[src/rtl/gcd_controller_if.sv]
// Handshake and control bundle between the GCD controller and its datapath.
// Latency: none, wires only.
// Backpressure: none here; operand flow is paced by data_valid.
interface gcd_controller_if;
  logic        start;
  logic        abort;
  logic        data_valid;
  logic [15:0] data_in;
  logic        gt;
  logic        lt;
  logic        eq;
  logic        lda;
  logic        ldb;
  logic        sel1;
  logic        sel2;
  logic        sel_in;
  logic        busy;
  logic        done;
  logic        err;
  logic [1:0]  err_code;
  logic [15:0] iter_count;

  // Datapath / requester side
  modport master (
    output start, abort, data_valid, data_in, gt, lt, eq,
    input  lda, ldb, sel1, sel2, sel_in, busy, done, err, err_code, iter_count
  );

  // Controller side
  modport slave (
    input  start, abort, data_valid, data_in, gt, lt, eq,
    output lda, ldb, sel1, sel2, sel_in, busy, done, err, err_code, iter_count
  );
endinterface

[src/rtl/gcd_controller.sv]
// Subtractive GCD controller steering an external A/B register datapath.
// Latency: accepted start to done is 4 + N cycles (N subtract steps).
// Backpressure: operand loads stall while data_valid is low; abort cancels a run.
module gcd_controller #(
  parameter int unsigned MAX_ITER = 65535
) (
  input  logic             clk,
  input  logic             rst_n,
  gcd_controller_if.slave  bus
);

  localparam logic [15:0] MAX_CNT = 16'(MAX_ITER);

  typedef enum logic [2:0] {
    S_IDLE,
    S_LOAD_A,
    S_LOAD_B,
    S_CALC,
    S_DONE,
    S_ERROR
  } state_t;

  state_t      state_q, state_d;
  logic        zero_q, zero_d;
  logic        err_q, err_d;
  logic [1:0]  err_code_q, err_code_d;
  logic [15:0] iter_q, iter_d;
  logic        done_q, done_d;
  logic        busy_q, busy_d;

  logic lda_c, ldb_c, sel1_c, sel2_c, sel_in_c;
  logic gt_only, lt_only, eq_only;

  // Only a single asserted comparator output is trusted; anything else idles.
  assign gt_only = bus.gt & ~bus.lt & ~bus.eq;
  assign lt_only = bus.lt & ~bus.gt & ~bus.eq;
  assign eq_only = bus.eq & ~bus.gt & ~bus.lt;

  // Next-state, status update and datapath control decode.
  always_comb begin
    state_d    = state_q;
    zero_d     = zero_q;
    err_d      = err_q;
    err_code_d = err_code_q;
    iter_d     = iter_q;
    lda_c      = 1'b0;
    ldb_c      = 1'b0;
    sel1_c     = 1'b0;
    sel2_c     = 1'b0;
    sel_in_c   = 1'b0;

    unique case (state_q)
      S_IDLE: begin
        if (bus.start) begin
          state_d    = S_LOAD_A;
          zero_d     = 1'b0;
          err_d      = 1'b0;
          err_code_d = 2'b00;
          iter_d     = '0;
        end
      end
      S_LOAD_A: begin
        if (bus.abort) begin
          state_d = S_IDLE;
        end else if (bus.data_valid) begin
          sel_in_c = 1'b1;
          lda_c    = 1'b1;
          zero_d   = (bus.data_in == 16'd0);
          state_d  = S_LOAD_B;
        end
      end
      S_LOAD_B: begin
        if (bus.abort) begin
          state_d = S_IDLE;
        end else if (bus.data_valid) begin
          sel_in_c = 1'b1;
          ldb_c    = 1'b1;
          zero_d   = zero_q | (bus.data_in == 16'd0);
          state_d  = S_CALC;
        end
      end
      S_CALC: begin
        if (bus.abort) begin
          state_d = S_IDLE;
        end else if (zero_q) begin
          state_d    = S_ERROR;
          err_d      = 1'b1;
          err_code_d = 2'b01;
        end else if ((iter_q == MAX_CNT) && !eq_only) begin
          // Step budget exhausted: stop before issuing another subtract.
          state_d    = S_ERROR;
          err_d      = 1'b1;
          err_code_d = 2'b10;
        end else if (eq_only) begin
          state_d = S_DONE;
        end else if (gt_only) begin
          sel2_c = 1'b1;
          lda_c  = 1'b1;
          iter_d = iter_q + 16'd1;
        end else if (lt_only) begin
          sel1_c = 1'b1;
          ldb_c  = 1'b1;
          iter_d = iter_q + 16'd1;
        end
      end
      S_DONE:  state_d = S_IDLE;
      S_ERROR: state_d = S_IDLE;
      default: state_d = S_IDLE;
    endcase

    done_d = (state_d == S_DONE);
    busy_d = (state_d != S_IDLE);
  end

  // State and status registers with synchronous active-low reset.
  always_ff @(posedge clk) begin
    if (!rst_n) begin
      state_q    <= S_IDLE;
      zero_q     <= 1'b0;
      err_q      <= 1'b0;
      err_code_q <= 2'b00;
      iter_q     <= '0;
      done_q     <= 1'b0;
      busy_q     <= 1'b0;
    end else begin
      state_q    <= state_d;
      zero_q     <= zero_d;
      err_q      <= err_d;
      err_code_q <= err_code_d;
      iter_q     <= iter_d;
      done_q     <= done_d;
      busy_q     <= busy_d;
    end
  end

  // Controls are forced low while reset is held so the datapath never loads.
  assign bus.lda        = lda_c    & rst_n;
  assign bus.ldb        = ldb_c    & rst_n;
  assign bus.sel1       = sel1_c   & rst_n;
  assign bus.sel2       = sel2_c   & rst_n;
  assign bus.sel_in     = sel_in_c & rst_n;
  assign bus.busy       = busy_q   & rst_n;
  assign bus.done       = done_q   & rst_n;
  assign bus.err        = err_q;
  assign bus.err_code   = err_code_q;
  assign bus.iter_count = iter_q;

endmodule

[src/flat_wrapper.sv]
// flat-port wrapper written by rule: the top's interface ports become plain ports
module gcd_controller_flat 
#(
  parameter int unsigned MAX_ITER = 65535
)
  (clk, rst_n, bus_start, bus_abort, bus_data_valid, bus_data_in, bus_gt, bus_lt, bus_eq, bus_lda, bus_ldb, bus_sel1, bus_sel2, bus_sel_in, bus_busy, bus_done, bus_err, bus_err_code, bus_iter_count);
  gcd_controller_if bus_i ();
  input  logic clk;
  input  logic rst_n;
  input wire logic [$bits(bus_i.start)-1:0] bus_start;
  input wire logic [$bits(bus_i.abort)-1:0] bus_abort;
  input wire logic [$bits(bus_i.data_valid)-1:0] bus_data_valid;
  input wire logic [$bits(bus_i.data_in)-1:0] bus_data_in;
  input wire logic [$bits(bus_i.gt)-1:0] bus_gt;
  input wire logic [$bits(bus_i.lt)-1:0] bus_lt;
  input wire logic [$bits(bus_i.eq)-1:0] bus_eq;
  output wire logic [$bits(bus_i.lda)-1:0] bus_lda;
  output wire logic [$bits(bus_i.ldb)-1:0] bus_ldb;
  output wire logic [$bits(bus_i.sel1)-1:0] bus_sel1;
  output wire logic [$bits(bus_i.sel2)-1:0] bus_sel2;
  output wire logic [$bits(bus_i.sel_in)-1:0] bus_sel_in;
  output wire logic [$bits(bus_i.busy)-1:0] bus_busy;
  output wire logic [$bits(bus_i.done)-1:0] bus_done;
  output wire logic [$bits(bus_i.err)-1:0] bus_err;
  output wire logic [$bits(bus_i.err_code)-1:0] bus_err_code;
  output wire logic [$bits(bus_i.iter_count)-1:0] bus_iter_count;
  assign bus_i.start = bus_start;
  assign bus_i.abort = bus_abort;
  assign bus_i.data_valid = bus_data_valid;
  assign bus_i.data_in = bus_data_in;
  assign bus_i.gt = bus_gt;
  assign bus_i.lt = bus_lt;
  assign bus_i.eq = bus_eq;
  assign bus_lda = bus_i.lda;
  assign bus_ldb = bus_i.ldb;
  assign bus_sel1 = bus_i.sel1;
  assign bus_sel2 = bus_i.sel2;
  assign bus_sel_in = bus_i.sel_in;
  assign bus_busy = bus_i.busy;
  assign bus_done = bus_i.done;
  assign bus_err = bus_i.err;
  assign bus_err_code = bus_i.err_code;
  assign bus_iter_count = bus_i.iter_count;
  gcd_controller #(.MAX_ITER(MAX_ITER)) u_core (.clk(clk), .rst_n(rst_n), .bus(bus_i));
endmodule
[config.mk]
export PLATFORM = sky130hd
export DESIGN_NAME = gcd_controller_flat
export DESIGN_NICKNAME = d
export VERILOG_FILES = /design/src/rtl/gcd_controller_if.sv /design/src/rtl/gcd_controller.sv /design/src/flat_wrapper.sv
export SDC_FILE = /design/constraint.sdc
export NUM_CORES = 1
export LEC_CHECK = 0
export CORE_UTILIZATION = 43
export DETAILED_ROUTE_END_ITERATION = 8
export PLACE_DENSITY_LB_ADDON = 0.08
export RECOVER_POWER = 50
export SLEW_MARGIN = 20
export SYNTH_ARGS = -nofsm -noshare
export SYNTH_HDL_FRONTEND = slang
export SYNTH_SLANG_ARGS = --single-unit
[constraint.sdc]
create_clock -name clk -period 2.85 [get_ports clk]
set_input_delay 0.57 -clock clk [delete_from_list [all_inputs] [get_ports clk]]
set_output_delay 0.57 -clock clk [all_outputs]
set_load 0.1 [all_outputs]
# Word level (Yosys, flattened, before mapping)
# Index checks and enable logic that the tools add are counted.
[word_totals]
reg_bits = 25
in_bits = 24
output_inout_bits = 26
wordCells = 103
[classes]
n_addsub = 1
n_eq_ne = 16
muxes = 51
bitwise = 17
n_reduce_logical = 11
[op_table]
columns = ["operator", "count"]
rows = [
  ["$mux W16", 7],
  ["$pmux W16 S2", 1],
  ["$mux W3", 9],
  ["$mux W1", 24],
  ["$ne A2 B2 Y1 const B", 9],
  ["$add A16 B1 Y16 const B", 1],
  ["$eq A16 B16 Y1 const B", 1],
  ["$logic_not A16 Y1", 1],
  ["$and A1 B1 Y1", 13],
  ["$pmux W3 S4", 1],
  ["$mux W2", 4],
  ["$reduce_and A7 Y1", 1],
  ["$eq A3 B2 Y1 const B", 2],
  ["$ne A3 B1 Y1 const B", 2],
  ["$pmux W1 S2", 3],
  ["$reduce_and A6 Y1", 1],
  ["$reduce_bool A3 Y1", 2],
  ["$pmux W2 S2", 1],
  ["$reduce_and A4 Y1", 1],
  ["$eq A3 B1 Y1 const B", 1],
  ["$eq A3 B3 Y1 const B", 1],
  ["$logic_not A3 Y1", 1],
  ["$not A1 Y1", 3],
  ["$pmux W1 S3", 1],
  ["5 further kinds", 5],
]

# Depth between registers and ports, before layout
[depth]
word_depth = 11
depth_mapped = 7

# Least setup slack after synthesis
# No wires, ideal clock.
[synth_path]
path_kind = "register to output"
from = "register u_core.iter_q[0] (netlist: u_core.bus.iter_count[0])"
to = "output bus_ldb"
arrival_time_ns = 4.003
t_required_ns = 2.280
setup_slack_ns = -1.723
path_stages_with_launch = 8
path_buffers = 1
path_cell_list = "dfxtp_1 > ha_1 > nand3_1 > nor4_1 > buf_2 > and2_1 > nand4b_1 > o21ai_0"
[synth_between]
elab_chain_len = 7
[synth_rtl]
columns = ["element", "line_no", "source"]
rows = [
  ["start, declared", "gcd_controller.sv:27", "logic [15:0] iter_q, iter_d;"],
  ["start signal, assigned", "gcd_controller.sv:130", "iter_q <= iter_d;"],
  ["$eq A16 B16 Y1", "gcd_controller.sv:89", "end else if ((iter_q == MAX_CNT) && !eq_only) begin"],
  ["$logic_and A1 B1 Y1", "gcd_controller.sv:89", ""],
  ["$mux W1", "gcd_controller.sv:89", ""],
  ["$mux W1", "gcd_controller.sv:85", "end else if (zero_q) begin"],
  ["$mux W1", "gcd_controller.sv:83", "if (bus.abort) begin"],
  ["$pmux W1 S2", "gcd_controller.sv:52", "unique case (state_q)"],
  ["$and A1 B1 Y1", "gcd_controller.sv:138", "assign bus.ldb = ldb_c & rst_n;"],
  ["end, declared", "flat_wrapper.sv:18", "output wire logic [$bits(bus_i.ldb)-1:0] bus_ldb;"],
]
# No other way between the ends.

# Worst setup path after layout
[layout_path]
from = "input bus_abort"
to = "output bus_lda"
[layout_between]
elab_chain_len = 3
elab_cells_between_ends = 4
cone_classes = "mux: 3; bitwise: 1"
[layout_rtl]
columns = ["element", "line_no", "source"]
rows = [
  ["start, declared", "flat_wrapper.sv:11", "input wire logic [$bits(bus_i.abort)-1:0] bus_abort;"],
  ["$mux W1 (on tied branches)", "--", ""],
  ["$pmux W1 S2 (*)", "gcd_controller.sv:52", ""],
  ["$and A1 B1 Y1 (*)", "gcd_controller.sv:137", "assign bus.lda = lda_c & rst_n;"],
  ["end, declared", "flat_wrapper.sv:17", "output wire logic [$bits(bus_i.lda)-1:0] bus_lda;"],
]
# Every way passes the cells marked *; elsewhere a longest branch is shown, timed or not.

==> run_results.csv <==
group,metric,value,unit
cts,cts_tree,"yes",
logic_synthesis,synth-edff-count,0,
sta,grt_setup_unrepaired,"no",
sta,fin_crit,2.71,ns
global_route,grt_max_degree,14,
worst_setup_path,endpoint,"bus_lda",
worst_setup_path,max_stage_delay,0.46,ns
logic_synthesis,netlist_instances,160,
logic_synthesis,synth-seq-cells,25,
detailed_routing,remaining_drc_errors,0,
final_layout,fin_cells,248,
worst_setup_path,path_cells,"clkdlybuf4s50_1 > and4bb_4 > nand4b_1 > buf_6 > o22ai_4 > buf_12",
logic_synthesis,async_flop_share,0,%
worst_setup_path,path_delay_family,"buffers and inverters",
pwr,p_leak,0.661,nW
final_layout,finalInstanceArea,1980,um^2
final_layout,most-common-layout-cells,"clkbuf_1 (21), nor2_1 (20), clkdlybuf4s50_1 (19), nand2_1 (13), dfxtp_2 (12)",
logic_synthesis,synth-main-ff-cell,"dfxtp_1",
cts,cts_buffers,3,
sta,fin_tns_setup,0,ns
place,dp.cells,244,
sta,finalCritPeriodShare,95.1,%
worst_setup_path,cp.required,2.28,ns
pwr,p_per_area,307,nW/um^2
worst_setup_path,worstSetupPathType,"in -> out",
floorplanning,row_count,19,
flow_run,cap_viol_max_count,0,
logic_synthesis,ys_types,43,
worst_setup_path,r2r_cells,7,
final_layout,antenna_cells,0,
place,post-dp-hpwl,2.90,mm
global_route,grt_usage,24.2,%
logic_synthesis,ys_seq_area_share,37.6,%
worst_setup_path,critPathLaunchType,"input port",
final_layout,area_growth,48.8,%
detailed_routing,wirelength,3.64,mm
detailed_routing,ant_nets,0,
logic_synthesis,mappedNetlistNets,185,
worst_setup_path,crit_cells,6,
detailed_routing,drt-pass1-iter-count,4,
place,placed_area,2030,um^2
worst_setup_path,worstSetupEndpointType,"output port",
sta,setup_viol,0,
logic_synthesis,syn_avg_cell_area,8.32,um^2
worst_setup_path,critPathSlowestCell,"clkdlybuf4s50_1",
global_route,grt_pass1_wl,6.19,mm
worst_setup_path,cp_max_fo,6,
place,gp_congestion,0.891,
worst_setup_path,cp_num_buf_inv,3,
worst_setup_path,cp-startpoint,"bus_abort",
floorplanning,dieArea,3320,um^2
worst_hold_path,holdCritPathClass,"reg -> reg",
cts,cts_root_buf,"clkbuf_4",
run_status,status,"completed",
cts,ctsHtreeMaxLevel,1,
detailed_routing,first_iter_violations,69,
cts,post_cts.repair.setup_buffers,0,
cts,cts_resized,4,
logic_synthesis,syn-cell-area,1330,um^2
floorplanning,core-area,2850,um^2
sta,hold_viol_final,0,
final_layout,final_common_cell,"clkbuf_1",
cts,insertion_delay,0.32,ns
floorplanning,die_y,57.6,um
cts,ctsHoldBuffers,0,
cts,clock-sinks,25,
logic_synthesis,ys.warnings.count,0,
sta,max_slew_margin,20.9,%
worst_setup_path,reg2reg_setup_slack,0.54,ns
worst_setup_path,crit_arrival,2.14,ns
final_layout,final_layout_size_suffix_gt1_share,23.5,%
detailed_routing,vias,1385,
detailed_routing,wire_per_inst,14.7,um
detailed_routing,routed_via_density,5.58,
sta,fin_skew,0.00424,ns
global_route,grt_pass1_vias,1316,
worst_setup_path,r2r_start,"u_core.bus.iter_count[0]$_SDFFE_PN0P_",
cts,cts_buffer_depth,2,
sta,worstMarginPinSlew,1.19,ns
final_layout,final_nets,243,
sta,fmax,0.369,GHz
sta,slew_viol_final,0,
global_route,antenna_found_initial,0,
pwr,ir_drop,368,uV
cts,path_clk_slew,0.13,ns
final_layout,finish.utilization,69.4,%
floorplanning,start_util,46.7,%
global_route,grt_overflow_total,0,
worst_setup_path,r2r-end,"u_core.busy_q$_SDFF_PN0_",
place,portBuffers,49,
floorplanning,fp.dieW,57.6,um
floorplanning,io_pins,50,
## per-layer routing
| layer | GRT usage (%) | up-vias | wire (um) |
|---|---|---|---|
| met3 | 5.80 | 9 | 160 |
| met1 | 31.9 | 641 | 1620 |
| li1 | - | 701 | - |
| met2 | 39.7 | 34 | 1830 |
| met4 | 6.97 | 0 | 40 |
| met5 | 0 | - | 0 |
## synth_stat cells, drive strengths merged (3+ instances only)
cell / count / share of area (%)
and2: 6 / 2.8
and3: 4 / 1.9
clkbuf: 3 / 0.85
dfxtp: 25 / 38
nand2: 13 / 3.7
nand2b: 4 / 1.9
nand3: 7 / 3.6
nand4: 6 / 2.8
nor2: 22 / 6.2
nor3: 3 / 1.1
nor4: 12 / 5.6
o21a: 4 / 2.3
o21ai: 5 / 1.9
xnor2: 11 / 7.2
## power breakdown
group          total, mW  switching, mW  internal [mW]
registers          0.352        0.00334          0.349
logic             0.0970         0.0470         0.0501
clock network      0.159          0.104         0.0548
total              0.608          0.154          0.454
## registers in the layout (all words and copies together) (netlist names)
| register | cells |
|---|---|
| u_core.bus.err | 1 |
| u_core.bus.err_code | 2 |
| u_core.bus.iter_count | 16 |
| u_core.busy_q | 1 |
| u_core.done_q | 1 |
| u_core.state_q | 3 |
| u_core.zero_q | 1 |
## final cells by class
cell class	count	area, um^2
Multi-Input combinational cell	129	876
Fill cell	263	872
Sequential cell	25	531
Timing Repair Buffer	58	505
Tap cell	31	38.8
Clock buffer	4	26.3
Inverter	1	3.75
## worst min-delay path: cells and delay by family (launching register included)
kind               cells  cell delay [ns]
AOI/OAI and AO/OA      1             0.07
and+or+nand+nor        1             0.05
DFF                    1             0.34
## cells by family (layout without fill, tap and decap cells)
kind of cell | after synthesis | in the layout | synth area share (%)
buffers and inverters | 6 | 63 | 1.78
DFF | 25 | 25 | 37.6
adders and majority gates | 1 | 1 | 0.940
and+or+nand+nor | 96 | 96 | 41.6
AOI/OAI and AO/OA | 19 | 19 | 9.49
xor gates and xnor gates | 13 | 13 | 8.55
## worst min path at each step
stage                                              from                                   to  cells after the start
CTS                 u_core.bus.err_code[1]$_SDFFE_PN0P_  u_core.bus.err_code[1]$_SDFFE_PN0P_                      2
finish              u_core.bus.err_code[1]$_SDFFE_PN0P_  u_core.bus.err_code[1]$_SDFFE_PN0P_                      2
detailed placement  u_core.bus.err_code[1]$_SDFFE_PN0P_  u_core.bus.err_code[1]$_SDFFE_PN0P_                      2
global placement    u_core.bus.err_code[1]$_SDFFE_PN0P_  u_core.bus.err_code[1]$_SDFFE_PN0P_                      2
global route        u_core.bus.err_code[1]$_SDFFE_PN0P_  u_core.bus.err_code[1]$_SDFFE_PN0P_                      2
floorplan                  u_core.state_q[0]$_SDFF_PN0_         u_core.state_q[1]$_SDFF_PN0_                      2
## through the flow
| step | hold WS, ns | setup WS (ns) | total power, mW |
|---|---|---|---|
| floorplan | 0.563 | 0.0119 | 0.403 |
| global placement | 0.466 | 0.00565 | 0.457 |
| detailed placement | 0.467 | -0.0413 | 0.459 |
| CTS | 0.495 | 0.144 | 0.608 |
| global route | 0.532 | 0.0868 | 0.642 |
| finish | 0.495 | 0.139 | 0.608 |
(Power assumes the default switching activity.)
